--- src/rtl/rs_issue_select.sv ---
// rs_issue_select: issue side of the reservation-station array.
// Reads the per-entry fields held in storage and picks the oldest entry whose
// operands are both ready. That entry goes into a registered valid/ready issue
// slot toward the functional unit. For each issued entry, storage gets a
// one-cycle one-hot free pulse. Relative entry age is tracked in an NxN matrix.
//
// Optional feature: define RS_CDB_BYPASS_EN to let a matching CDB broadcast
// wake an operand and supply its value in the same cycle.
//
// Ports:
//   clk, rst            clock, asynchronous active-high reset
//   branch_mispredict   flush: drops the issue slot, clears age and free history
//   rs_we               allocation pulses, the same vector storage receives
//   busy_rs             entry occupied
//   ent_rs1/2_rdy       per-entry operand ready bits
//   ent_rs1/2_tag       per-entry operand producer tags
//   ent_rs1/2_val       per-entry operand values
//   ent_op, ent_rd_tag  per-entry opcode and destination tag
//   cdb_valid/tag/data  common data bus broadcast (used only with the bypass)
//   rs_to_free          combinational one-hot free pulse for the issued entry
//   iss_valid/iss_ready issue-slot handshake
//   iss_op/a/b/rd_tag   captured fields of the issued entry
//   iss_entry           index of the issued entry
module rs_issue_select #(
   parameter int unsigned NUM_RS = 4,
   parameter int unsigned TAG_W  = 6,
   parameter int unsigned DATA_W = 32,
   parameter int unsigned OP_W   = 4
) (
   input  logic                            clk,
   input  logic                            rst,
   input  logic                            branch_mispredict,
   input  logic [NUM_RS-1:0]               rs_we,
   input  logic [NUM_RS-1:0]               busy_rs,
   input  logic [NUM_RS-1:0]               ent_rs1_rdy,
   input  logic [NUM_RS-1:0]               ent_rs2_rdy,
   input  logic [NUM_RS-1:0][TAG_W-1:0]    ent_rs1_tag,
   input  logic [NUM_RS-1:0][TAG_W-1:0]    ent_rs2_tag,
   input  logic [NUM_RS-1:0][DATA_W-1:0]   ent_rs1_val,
   input  logic [NUM_RS-1:0][DATA_W-1:0]   ent_rs2_val,
   input  logic [NUM_RS-1:0][OP_W-1:0]     ent_op,
   input  logic [NUM_RS-1:0][TAG_W-1:0]    ent_rd_tag,
   input  logic                            cdb_valid,
   input  logic [TAG_W-1:0]                cdb_tag,
   input  logic [DATA_W-1:0]               cdb_data,
   output logic [NUM_RS-1:0]               rs_to_free,
   output logic                            iss_valid,
   input  logic                            iss_ready,
   output logic [OP_W-1:0]                 iss_op,
   output logic [DATA_W-1:0]               iss_a,
   output logic [DATA_W-1:0]               iss_b,
   output logic [TAG_W-1:0]                iss_rd_tag,
   output logic [$clog2(NUM_RS)-1:0]       iss_entry
);

   localparam int unsigned IDX_W = $clog2(NUM_RS);

   // older_q[i][j] = 1 means entry j is older than entry i
   logic [NUM_RS-1:0][NUM_RS-1:0] older_q, older_d;
   logic [NUM_RS-1:0]             free_q;
   logic [NUM_RS-1:0]             op1_rdy, op2_rdy;
   logic [NUM_RS-1:0]             use_cdb1, use_cdb2;
   logic [NUM_RS-1:0]             cand, win;
   logic                          win_any, cap;
   logic [IDX_W-1:0]              win_idx;
   logic [OP_W-1:0]               sel_op;
   logic [DATA_W-1:0]             sel_a, sel_b;
   logic [TAG_W-1:0]              sel_rd;

   // Operand readiness, optionally woken directly by the CDB
`ifdef RS_CDB_BYPASS_EN
   always_comb begin
      use_cdb1 = '0;
      use_cdb2 = '0;
      for (int i = 0; i < NUM_RS; i++) begin
         use_cdb1[i] = cdb_valid & (ent_rs1_tag[i] == cdb_tag) & ~ent_rs1_rdy[i];
         use_cdb2[i] = cdb_valid & (ent_rs2_tag[i] == cdb_tag) & ~ent_rs2_rdy[i];
      end
   end
`else
   logic unused_cdb;
   assign unused_cdb = ^{cdb_valid, cdb_tag, cdb_data, ent_rs1_tag, ent_rs2_tag};
   assign use_cdb1   = '0;
   assign use_cdb2   = '0;
`endif

   assign op1_rdy = ent_rs1_rdy | use_cdb1;
   assign op2_rdy = ent_rs2_rdy | use_cdb2;

   // free_q masks an entry during the cycle before storage drops its busy bit
   assign cand = busy_rs & op1_rdy & op2_rdy & ~free_q;
   assign cap  = ~iss_valid | iss_ready;

   // Oldest-ready select: a candidate wins when no older candidate exists
   always_comb begin
      win = '0;
      for (int i = 0; i < NUM_RS; i++) begin
         win[i] = cand[i] & ~(|(older_q[i] & cand));
      end
   end

   assign win_any    = |win;
   assign rs_to_free = (cap & ~branch_mispredict & ~rst) ? win : '0;

   // One-hot winner to index and field mux
   always_comb begin
      win_idx = '0;
      sel_op  = '0;
      sel_a   = '0;
      sel_b   = '0;
      sel_rd  = '0;
      for (int i = 0; i < NUM_RS; i++) begin
         if (win[i]) begin
            win_idx = IDX_W'(i);
            sel_op  = ent_op[i];
            sel_a   = use_cdb1[i] ? cdb_data : ent_rs1_val[i];
            sel_b   = use_cdb2[i] ? cdb_data : ent_rs2_val[i];
            sel_rd  = ent_rd_tag[i];
         end
      end
   end

   // Age matrix update: a new entry is younger than every resident entry.
   // Same-cycle allocations are ordered by index, lower index older.
   always_comb begin
      older_d = older_q;
      if (branch_mispredict) begin
         older_d = '0;
      end else begin
         for (int i = 0; i < NUM_RS; i++) begin
            for (int j = 0; j < NUM_RS; j++) begin
               if (rs_we[i]) begin
                  older_d[i][j] = (busy_rs[j] & ~rs_we[j]) | (rs_we[j] & (j < i));
               end else begin
                  older_d[i][j] = older_q[i][j] & ~rs_we[j];
               end
            end
         end
      end
   end

   // Age, free history and issue register
   always_ff @(posedge clk or posedge rst) begin
      if (rst) begin
         older_q    <= '0;
         free_q     <= '0;
         iss_valid  <= 1'b0;
         iss_op     <= '0;
         iss_a      <= '0;
         iss_b      <= '0;
         iss_rd_tag <= '0;
         iss_entry  <= '0;
      end else begin
         older_q <= older_d;
         free_q  <= rs_to_free;
         if (branch_mispredict) begin
            iss_valid <= 1'b0;
         end else if (cap) begin
            iss_valid <= win_any;
            if (win_any) begin
               iss_op     <= sel_op;
               iss_a      <= sel_a;
               iss_b      <= sel_b;
               iss_rd_tag <= sel_rd;
               iss_entry  <= win_idx;
            end
         end
      end
   end

endmodule

--- config.mk ---
export PLATFORM = sky130hd
export DESIGN_NAME = rs_issue_select
export DESIGN_NICKNAME = d
export VERILOG_FILES = /design/src/rtl/rs_issue_select.sv
export SDC_FILE = /design/constraint.sdc
export NUM_CORES = 1
export LEC_CHECK = 0
export ABC_AREA = 1
export CORE_AREA = 5 5 184 186
export DETAILED_ROUTE_END_ITERATION = 10
export DIE_AREA = 0 0 189 191
export PLACE_DENSITY_LB_ADDON = 0.25
export RECOVER_POWER = 25
export SLEW_MARGIN = 20
export SYNTH_ARGS = -nofsm -noshare
export SYNTH_HDL_FRONTEND = slang
export SYNTH_SLANG_ARGS = --single-unit
--- constraint.sdc ---
create_clock -name clk -period 7.1 [get_ports clk]
set_clock_uncertainty 0.1 [all_clocks]
set_input_delay 1.42 -clock clk [delete_from_list [all_inputs] [get_ports clk]]
set_output_delay 1.42 -clock clk [all_outputs]
set_load 0.02 [all_outputs]
==> metrics.md, run 1 <==
| Metric | Value |
|---|---|
| Multi-input gate area | approximately 4000 µm² |
| DR iter-0 viols | 357 |
| Int Power | approximately 1400 µW |
| Largest net degree at the start of global routing | 88 |
| Nets | 1952 |
| Part of the power in combinational logic | 0.393 |
| Area contributors post-synth | dfrtp_1 35%, nand2_1 26%, nor2_1 17% |
| Post-synth top area share | 0.346 |
| Net Count, Synth | ~1600 |
| FP Rows | 66 |
| Clock power share | 0.275 |
| Clk slew on worst S/H paths | 0.07 ns |
| Clk root buf | clkbuf_16 |
| Clk buf depth | 2 |
| Hold depth | 2 |
| Io pins | 484 |
| Storage element area | approximately 2400 µm² |
| Diodes inserted | 0 |
| Area leader, netlist | dfrtp_1 |
| Die ar. | 36100 µm² |
| Global-route wire length before repair | 48.3 mm |
| Sw frac | 0.337 |
| Initial Util | 0.218 |
| Net switching power | 719 µW |
| Initial DRT Pass Iterations | 5 |
| Number of global-route vias before repair | 8554 |
| Worst Setup Slack, final | slightly below 2 ns |
| Design area | about 12000 µm² |
| Register area share after synthesis | 0.346 |
| Hold WC Path Type | reg2reg |
| Relative slew slack | 0.308 |
| Grt ovf | 0 |
| Post-route DRC | 0 |
| Port Buffers | 396 |
| Reg2reg setup slack | 3.75 ns |
| Flops & latches, synth | 97 |
| Unrepaired setup endpoints after global routing | false |
| Placement Setup Slack | 1.98 ns |
| Antenna-violating nets left | 0 |
| CTS Sinks | 97 |
| Worst path required time | around 5.6 ns |
| Hold Startpoint | iss_rd_tag[4] |
| WS Path Type | in2out |
| Global placer's final weighted congestion | 0.898 |
| Final Hold Viols | 0 |
| Die X | 189 µm |
| DR vias/cell | 4.39 |
| Leakage | roughly 0.0058 µW |
| Post-cts gate resize count | 0 |
| Fin crit share | 0.726 |
| Post-DR wirelength/cell | between 15 and 20 µm |
| Fill cells | roughly 3500 |
| Max_cap viols | 0 |
| Die H | between 150 and 200 µm |
| Maximum fanout along the worst path | 53 |
| Area growth from synthesis to layout | 64.9% |
| Setup crit end kind | output pin |
| Worst Tran Pin Value | 1.04 ns |
| Peak VDD IR | about 0.14 mV |
| Clk Latency, worst-skew pair | 0.36 ns |
| Crit path DAT | 3.63 ns |
| Ys Warns | 0 |
| Post-DP HPWL | 22.0 mm |
| Pwr dens | roughly 180 nW/µm² |
| Core Area | 32100 µm² |
| Worst r2r dst | iss_op[0] |
| Routed wire length | 31.5 mm |
| Fmax | 194 MHz |
| Share of cells above drive strength 1 | 0.0251 |
| Via count | 8604 |
| Yosys cell types | 19 |
| Number of setup violations in the final report | 0 |
| H-tree depth | 3 |
| CTS tree | done |
| Final Max Slew Viols | 0 |
| Reg-to-reg startpoint | free_q[1] |
| Post-DP Area | 11200 µm² |
| Reg2Reg Depth | 12 |
| CP Launch Type | input pin |
| Synthesized area | 7010 µm² |
| Num CTS Buffers | 9 |
| CTS Hold Bufs | 0 |
| Initial antenna violation count | 2 |
| Status | complete, no violations |
| Setup TNS | 0 ns |
| Syn_area_per_cell | 5.79 µm² |
| Period minus WS final | between 5 and 6 ns |
| Setup Buffers After CTS | 0 |
| Hold EP | iss_rd_tag[4] |
| Tot GR Track Use | 0.168 |
| Syn Inst Count | 1211 |
| Sequential share of power | 0.332 |
[layout by cell type (no fill, tap or decap), types with 2 or more instances in the layout]
master	instances
a21oi_1	87
buf_12	3
o32ai_1	2
bufinv_16	3
inv_1	30
clkbuf_16	9
nor3_1	12
nor2_1	319
dlygate4sd3_1	4
clkinv_2	2
nand2_1	477
nor2_4	3
buf_4	10
clkdlybuf4s50_1	392
dfrtp_1	97
nand3_1	91
inv_2	3
[logic make-up (layout without fill, tap and decap cells)]
kind of cell           count (synthesis)  count (layout)  synth area share
flip-flops                            97              97             0.346
buffers and inverters                116             459            0.0807
AO/OA/AOI/OAI                         93              93            0.0693
AND/OR/NAND/NOR                      905             905             0.504
[worst max path at each step]
stage,startpoint,end,slack [ns],depth (start not counted)
detailed placement,rst,rs_to_free[2],1.98,5
CTS,rst,rs_to_free[0],1.97,5
floorplan,rst,rs_to_free[0],1.34,3
finish,rst,rs_to_free[2],1.95,5
global route,rst,rs_to_free[2],1.70,5
global placement,rst,rs_to_free[2],1.95,5
[layout make-up]
type / instances / share of cell area
multi-input cells: 998 / 0.350
flip-flops and latches: 97 / 0.210
clock inverters: 7 / 0.0101
repair buffers: 409 / 0.355
clock buffers: 9 / 0.0195
well taps: 408 / 0.0442
inverters: 34 / 0.0113
[power by group through the flow]
stage	Combinational [µW]	Sequential [µW]	Clock (µW)
floorplan	258	838	0
global placement	851	713	0
detailed placement	850	715	0
CTS	852	708	606
global route	916	722	625
finish	840	708	587
[flip-flops by register name, summed over array words and instances, names as in the netlist]
name        count
iss_a          32
iss_b          32
older_q        16
iss_rd_tag      6
free_q          4
iss_op          4
iss_entry       2
iss_valid       1
[cell usage after synthesis, drive strengths merged]
cell type	instances
a21oi	87
buf	53
clkbuf	29
dfrtp	97
inv	34
nand2	479
nand3	91
nand3b	1
nor2	322
nor3	12
o21ai	3
o22ai	1
o32ai	2
[metrics by stage]
stage / utilization / total power, µW / hold WS [ns] / instances
5_1_grt: 0.360 / 2260 / 0.392 / 1962
3_5_place_dp: 0.349 / 1570 / 0.364 / 1946
6_report: 0.360 / 2140 / 0.379 / 1962
3_3_place_gp: 0.349 / 1560 / 0.360 / 1946
2_1_floorplan: - / 1100 / 0.360 / 1211
4_1_cts: 0.360 / 2170 / 0.383 / 1962
[critical path, stage by stage]
cell and delay (ns):
dlygate4sd3_1 0.57, inv_4 0.54, nand2_1 0.22, nor2_1 0.22, clkdlybuf4s50_1 0.63
[metal layers]
metal  routed length (µm)  global-route usage  up-vias
li1                     -                   -     4413
met1                13200               0.203     3869
met2                15600               0.298      293
met3                 2300              0.0471       25
met4                  444              0.0381        4
met5                   27                   0        -
(Power assumes the default switching activity.)
==> run 2: changes to the inputs <==
--- a/config.mk
+++ b/config.mk
@@ -6,9 +6,9 @@
 export NUM_CORES = 1
 export LEC_CHECK = 0
 export ABC_AREA = 1
-export CORE_AREA = 5 5 184 186
+export CORE_AREA = 5 5 186 188
 export DETAILED_ROUTE_END_ITERATION = 10
-export DIE_AREA = 0 0 189 191
+export DIE_AREA = 0 0 191 193
 export PLACE_DENSITY_LB_ADDON = 0.25
 export RECOVER_POWER = 25
 export SLEW_MARGIN = 20
==> constraint.sdc (replaced) <==
create_clock -name clk -period 4.2 [get_ports clk]
set_clock_uncertainty 0.1 [all_clocks]
set_input_delay 0.84 -clock clk [delete_from_list [all_inputs] [get_ports clk]]
set_output_delay 0.84 -clock clk [all_outputs]
set_load 0.02 [all_outputs]
==> run 2 against run 1 <==
Final cell count up 2.0%. Die area up 2.1%. Flip-flop and latch count unchanged. Register-to-register slack worse by 2.1 ns. Final area up 0.23%. Sequential share of layout area about the same. First-iteration DRC count up 7.0%. Global-route usage down 0.41 points. Routed wire length down 1.2%. Sequential power up 69%. Worst hold slack worse by 0.0027 ns. Critical path type unchanged. Largest cell class unchanged.
==> metrics.md, run 2 (synthesis gave the netlist of run 1 again) <==
| Metric | Value |
|---|---|
| Status | complete, no violations |
| Final Power | 3430 µW (+61%) |
| Post-DR wirelength/cell | 15.6 µm (-3.1%) |
| Die ar. | 36900 µm² (+2.1%) |
| Num CTS Buffers | 9 (unchanged) |
| Die X | 191 µm (+1.1%) |
| CP delay by family, top | buffers and inverters |
| DR vias/cell | 4.30 (-2.0%) |
| Via count | 8597 (-0.081%) |
| Leakage | 0.00576 µW (-0.16%) |
| CTS Hold Bufs | 0 (unchanged) |
| Port Buffers | 396 (unchanged) |
| Buffers & Inverters on Critical Path | 2 (-1) |
| Most common cell after layout, fill and taps aside | nand2_1 |
| Antenna-violating nets left | 0 (unchanged) |
| Pwr dens | 297 nW/µm² (+60%) |
| Post-route DRC | 0 (unchanged) |
| Slowest-stage cell, CP | dlygate4sd3_1 |
| Final Hold Viols | 0 (unchanged) |
| Initial Util | 0.213 (-0.00544) |
| Initial DRT Pass Iterations | 5 (unchanged) |
| Routed wire length | 31.2 mm (-1.2%) |
| Die H | 193 µm (+1.0%) |
| Nets | 1952 (unchanged) |
| Post-DP HPWL | 21.8 mm (-1.2%) |
| WS Path Type | in2out |
| Setup Buffers After CTS | 0 (unchanged) |
| Initial antenna violation count | 1 (-1) |
| Clk Latency, worst-skew pair | 0.35 ns (about the same) |
| DR iter-0 viols | 382 (+7.0%) |
| Hold WC Path Type | reg2reg |
| Max layer used | met5 |
| Fill cells | 3537 (+0.94%) |
| Final Max Slew Viols | 0 (unchanged) |
| Number of setup violations in the final report | 0 (unchanged) |
| Core Util, Final | 0.352 (-0.00818) |
| Worst Tran Pin Value | 1.31 ns (+0.276 ns) |
| Area growth from synthesis to layout | 65.3% |
| Global placer's final weighted congestion | 0.858 (-4.5%) |
| Clk slew on worst S/H paths | 0.07 ns (about the same) |
| Post-cts gate resize count | 0 (unchanged) |
| Max_cap viols | 0 (unchanged) |
| Unrepaired setup endpoints after global routing | false |
| Critical Path Max Stage Delay | 0.67 ns (+0.04 ns) |
| CP Launch Type | input pin |
| Global-route wire length before repair | 47.9 mm (-0.83%) |
| Clk root buf | clkbuf_16 |
| Crit path DAT | 3.02 ns (-0.61 ns) |
| Setup crit end kind | output pin |
| Tot GR Track Use | 0.164 (-0.00409) |
| CTS tree | done |
| CTS Sinks | 97 (unchanged) |
| Io pins | 484 (unchanged) |
| Fin crit share | 0.942 |
| Clk buf depth | 2 (unchanged) |
| Fmax | 253 MHz |
| Top flop regs | iss_a (32), iss_b (32), older_q (16) |
| Worst path required time | 3.26 ns (-2.32 ns) |
| Grt ovf | 0 (unchanged) |
| Most frequent cells in the layout | 477 x nand2_1, 385 x clkdlybuf4s50_1, 319 x nor2_1 |
| Maximum fanout along the worst path | 4 (-92%) |
| Met2 wire length | 14.9 mm (-4.2%) |
| Peak VDD IR | 0.178 mV (+25%) |
| Share of cells above drive strength 1 | 0.0232 (-0.00192) |
| Setup TNS | 0 ns (unchanged) |
| Critical Path, Cell by Cell | dlygate4sd3_1 > nand2_1 > nor2_1 > nand2_1 > nor2_1 > nand2_1 > nor2_1 > clkdlybuf4s50_1 |
| Relative slew slack | 0.124 (-0.184) |
| Number of global-route vias before repair | 8504 (-0.58%) |
| Diodes inserted | 0 (unchanged) |
| Routed met3 length | 2.29 mm (-0.52%) |
| FP Rows | 67 (+1.5%) |
| Period minus WS final | roughly 4.0 ns |
| Met1 WL | 13.3 mm (+0.66%) |
| Largest net degree at the start of global routing | 148 (+68%) |
| H-tree depth | 3 (unchanged) |
| Core Area | 32900 µm² (+2.6%) |
==> run 2: cell count changes in the layout (fill, tap and decap cells not counted), sizes merged <==
cell           before  now
clkdlybuf4s50     392  385
clkbuf              9   15
clkinvlp            1    2
inv                35   33
bufinv              3    0
clkinv              2    1
buf                13   11
dlygate4sd3         4   11
==> run 2: through the flow <==
| stage | area (µm²) | cells | worst slack, ns | hold WS (ns) |
|---|---|---|---|---|
| finish | 11600 | 2001 | 0.244 | 0.376 |
| global route | 11600 | 2001 | 0.0931 | 0.394 |
| CTS | 11600 | 2001 | 0.326 | 0.383 |
| detailed placement | 11300 | 1986 | 0.331 | 0.364 |
| global placement | 11300 | 1986 | 0.371 | 0.361 |
| floorplan | 7010 | 1211 | 0.480 | 0.360 |
==> run 2: cell type report <==
| type | instances | area (µm²) | area share |
|---|---|---|---|
| Clock inverter | 2 | 12.5 | 0.00108 |
| Inverter | 34 | 129 | 0.0111 |
| Sequential cell | 97 | 2430 | 0.210 |
| Clock buffer | 13 | 270 | 0.0233 |
| Tap cell | 448 | 561 | 0.0484 |
| Multi-Input combinational cell | 998 | 4050 | 0.350 |
| Timing Repair Buffer | 409 | 4130 | 0.357 |
==> run 2: where the power goes <==
part	leakage (µW)	total, µW	switching (µW)	internal [µW]
clock network	0.000138	826	378	448
logic	0.00435	1410	707	702
registers	0.00128	1200	93.7	1110
total	0.00576	3430	1180	2260
==> run 2: per-layer routing <==
| metal | vias up | track usage |
|---|---|---|
| met2 | 288 | 0.276 |
| met1 | 3862 | 0.206 |
| met4 | 2 | 0.0544 |
| met3 | 30 | 0.0429 |
| li1 | 4415 | - |
| met5 | - | 0 |
==> run 2: worst reg2reg max path: cells and delay by family (launching register included) <==
kind                   cells  cell delay, ns
buffers and inverters      1            0.81
AND/OR/NAND/NOR            9            1.14
flip-flops                 1            0.38
==> run 2: final timing paths <==
check / from / to / slack, ns / cells after the start
min reg2reg: iss_a[10] / iss_a[10] / 0.38 / 2
max: busy_rs[2] / rs_to_free[2] / 0.24 / 8
max in group asynchronous: rst / iss_b[4] / 1.19 / 4
min: iss_a[10] / iss_a[10] / 0.38 / 2
max reg2reg: free_q[0] / iss_op[0] / 1.69 / 10
min in group asynchronous: rst / iss_a[4] / 1.40 / 3
==> run 3: changes to the inputs <==
--- a/config.mk
+++ b/config.mk
@@ -9,6 +9,7 @@
 export CORE_AREA = 5 5 186 188
 export DETAILED_ROUTE_END_ITERATION = 10
 export DIE_AREA = 0 0 191 193
+export GPL_TIMING_DRIVEN = 0
 export PLACE_DENSITY_LB_ADDON = 0.25
 export RECOVER_POWER = 25
 export SLEW_MARGIN = 20
==> run 3 against run 2 <==
Final area up 3.1%. Maximum frequency decreased by 2.0%. Clock-buffer cell count shrank 3. Die area stayed put. Global-route usage rose by 2.7 points. Worst hold slack gained 0.0033 ns. Sequential share of layout area down 0.64 points. Sequential power is essentially flat. Routed wire length is 17% higher. Critical path type unchanged.
==> metrics.md, run 3 (synthesis gave the netlist of run 1 again) <==
| Metric | Value |
|---|---|
| Worst path required time | 3.26 ns (about the same) |
| Critical Path Max Stage Delay | 0.64 ns (-0.03 ns) |
| Die H | 193 µm (unchanged) |
| Routed wire length | 36.5 mm (+17%) |
| CP delay by family, top | buffers and inverters |
| Period minus WS final | 4.04 ns (+0.0823 ns) |
| Via count | 9110 (+6.0%) |
| DR iter-0 viols | 527 (+38%) |
| Post-DR wirelength/cell | 17.6 µm (+13%) |
| Post-DP Area | 11600 µm² (+2.5%) |
| Area growth from synthesis to layout | 70.5% |
| Hold WC Path Type | reg2reg |
| Initial antenna violation count | 4 (+3) |
| CTS tree | done |
| Number of setup violations in the final report | 0 (unchanged) |
| Max_cap viols | 0 (unchanged) |
| Initial Util | 0.213 (unchanged) |
| Hold depth | 2 (unchanged) |
| Global placer's final weighted congestion | 0.898 (+4.7%) |
| Maximum fanout along the worst path | 19 (+15) |
| Reg2Reg Depth | 11 (+1) |
| Fmax | 248 MHz (-2.0%) |
| Relative slew slack | 0.358 (+0.234) |
| Clk root buf | clkbuf_16 |
| CTS Sinks | 97 (unchanged) |
| Antenna-violating nets left | 0 (unchanged) |
| Initial DRT Pass Iterations | 6 (+1) |
| Worst Setup Slack, final | 0.161 ns (-0.0823 ns) |
| Final Hold Viols | 0 (unchanged) |
| Pwr dens | 306 nW/µm² (+3.1%) |
| Grt ovf | 0 (unchanged) |
| Crit path DAT | 3.10 ns (+0.08 ns) |
| Share of cells above drive strength 1 | 0.0492 (+0.0260) |
| Clk Latency, worst-skew pair | 0.36 ns (about the same) |
| Setup TNS | 0 ns (unchanged) |
| Top flop regs | iss_a (32), iss_b (32), older_q (16) |
| Die X | 191 µm (unchanged) |
| Leakage | 0.00596 µW (+3.5%) |
| Nets | 2023 (+3.6%) |
| Fin crit share | 0.962 (+0.0196) |
| Final Power | 3650 µW (+6.4%) |
| Largest net degree at the start of global routing | 31 (-79%) |
| Global-route wire length before repair | 54.0 mm (+13%) |
| Crit path depth | 8 (unchanged) |
| Clk buf depth | 2 (unchanged) |
| Buffers & Inverters on Critical Path | 3 (+1) |
| H-tree depth | 3 (unchanged) |
| CP Launch Type | input pin |
| Number of global-route vias before repair | 9217 (+8.4%) |
| Post-route DRC | 0 (unchanged) |
| Core Util, Final | 0.363 (+0.0110) |
| Io pins | 484 (unchanged) |
| WS Path Type | in2out |
| Fill cells | 3575 (+1.1%) |
| Core Area | 32900 µm² (unchanged) |
| Most frequent cells in the layout | 478 x nand2_1, 392 x clkdlybuf4s50_1, 319 x nor2_1 |
| DR vias/cell | 4.39 (+2.2%) |
| Most common cell after layout, fill and taps aside | nand2_1 |
| Final Max Slew Viols | 0 (unchanged) |
| Worst Tran Pin Value | 0.963 ns (-0.351 ns) |
| Status | complete, no violations |
| Critical Path, Cell by Cell | clkdlybuf4s50_1 > nand2_1 > nand3b_1 > nor2_1 > nand2_1 > buf_4 > nor2_1 > clkdlybuf4s50_1 |
| FP Rows | 67 (unchanged) |
| Design area | 11900 µm² (+3.1%) |
| CTS Hold Bufs | 0 (unchanged) |
| Unrepaired setup endpoints after global routing | false |
| Tot GR Track Use | 0.191 (+0.0268) |
| Post-DP HPWL | 28.5 mm (+31%) |
| Peak VDD IR | 0.182 mV (+2.4%) |
| Placement Setup Slack | -0.448 ns (-0.779 ns) |
| Die ar. | 36900 µm² (unchanged) |
| Num CTS Buffers | 9 (unchanged) |
| Slowest-stage cell, CP | clkdlybuf4s50_1 |
| Port Buffers | 395 (-0.25%) |
| Clk slew on worst S/H paths | 0.07 ns (about the same) |
| Setup crit end kind | output pin |
-- run 3: changes by cell type in the layout (fill, tap and decap cells not counted), sizes merged --
cell / before / now
bufinv: 0 / 2
diode: 0 / 1
dlygate4sd3: 11 / 3
clkdlybuf4s50: 385 / 392
inv: 33 / 36
buf: 11 / 54
clkbuf: 15 / 40
-- run 3: cell type report --
class	count	area [µm²]	share of cell area
Sequential cell	97	2430	0.203
Clock buffer	10	239	0.0200
Inverter	34	131	0.0110
Tap cell	448	561	0.0469
Antenna cell	1	2.50	0.000209
Timing Repair Buffer	399	4020	0.336
Clock inverter	6	95.1	0.00796
Buffer	80	442	0.0370
Timing Repair inverter	1	5.00	0.000419
Multi-Input combinational cell	998	4030	0.337
-- run 3: layer usage --
metal / track usage / share of wire
met5: 0 / 0.0019
met4: 0.0503 / 0.020
met3: 0.0510 / 0.079
met2: 0.329 / 0.48
met1: 0.238 / 0.42
-- run 3: worst paths after layout --
kind                       slack, ns        from            end
min                             0.38   iss_a[27]      iss_a[27]
max                             0.16  busy_rs[3]  rs_to_free[3]
min reg2reg                     0.38   iss_a[27]      iss_a[27]
max in group asynchronous       2.00         rst      iss_a[30]
max reg2reg                     1.59   free_q[3]       iss_a[1]
min in group asynchronous       1.06         rst       iss_a[0]
-- run 3: worst min-delay path: stages (launching register included) --
cell	delay, ns
dfrtp_1	0.34
nand2_1	0.05
nand2_1	0.06
-- run 3: what timing repair did --
action	CTS	global route
resized for setup	5	3
gates cloned	1	0
endpoints found under the setup margin	4	1
buffers inserted	1	0
-- run 3: through the flow --
stage	hold WS, ns	std cells
after detailed placement	0.365	2057
after CTS	0.385	2073
after global placement	0.362	2054
final	0.379	2074
after global routing	0.403	2073
after floorplan	0.360	1211
-- run 3: where the power goes --
part           switching [µW]  total [µW]  internal [µW]
clock network             422         969            548
logic                     750        1480            730
registers                98.8        1200           1110
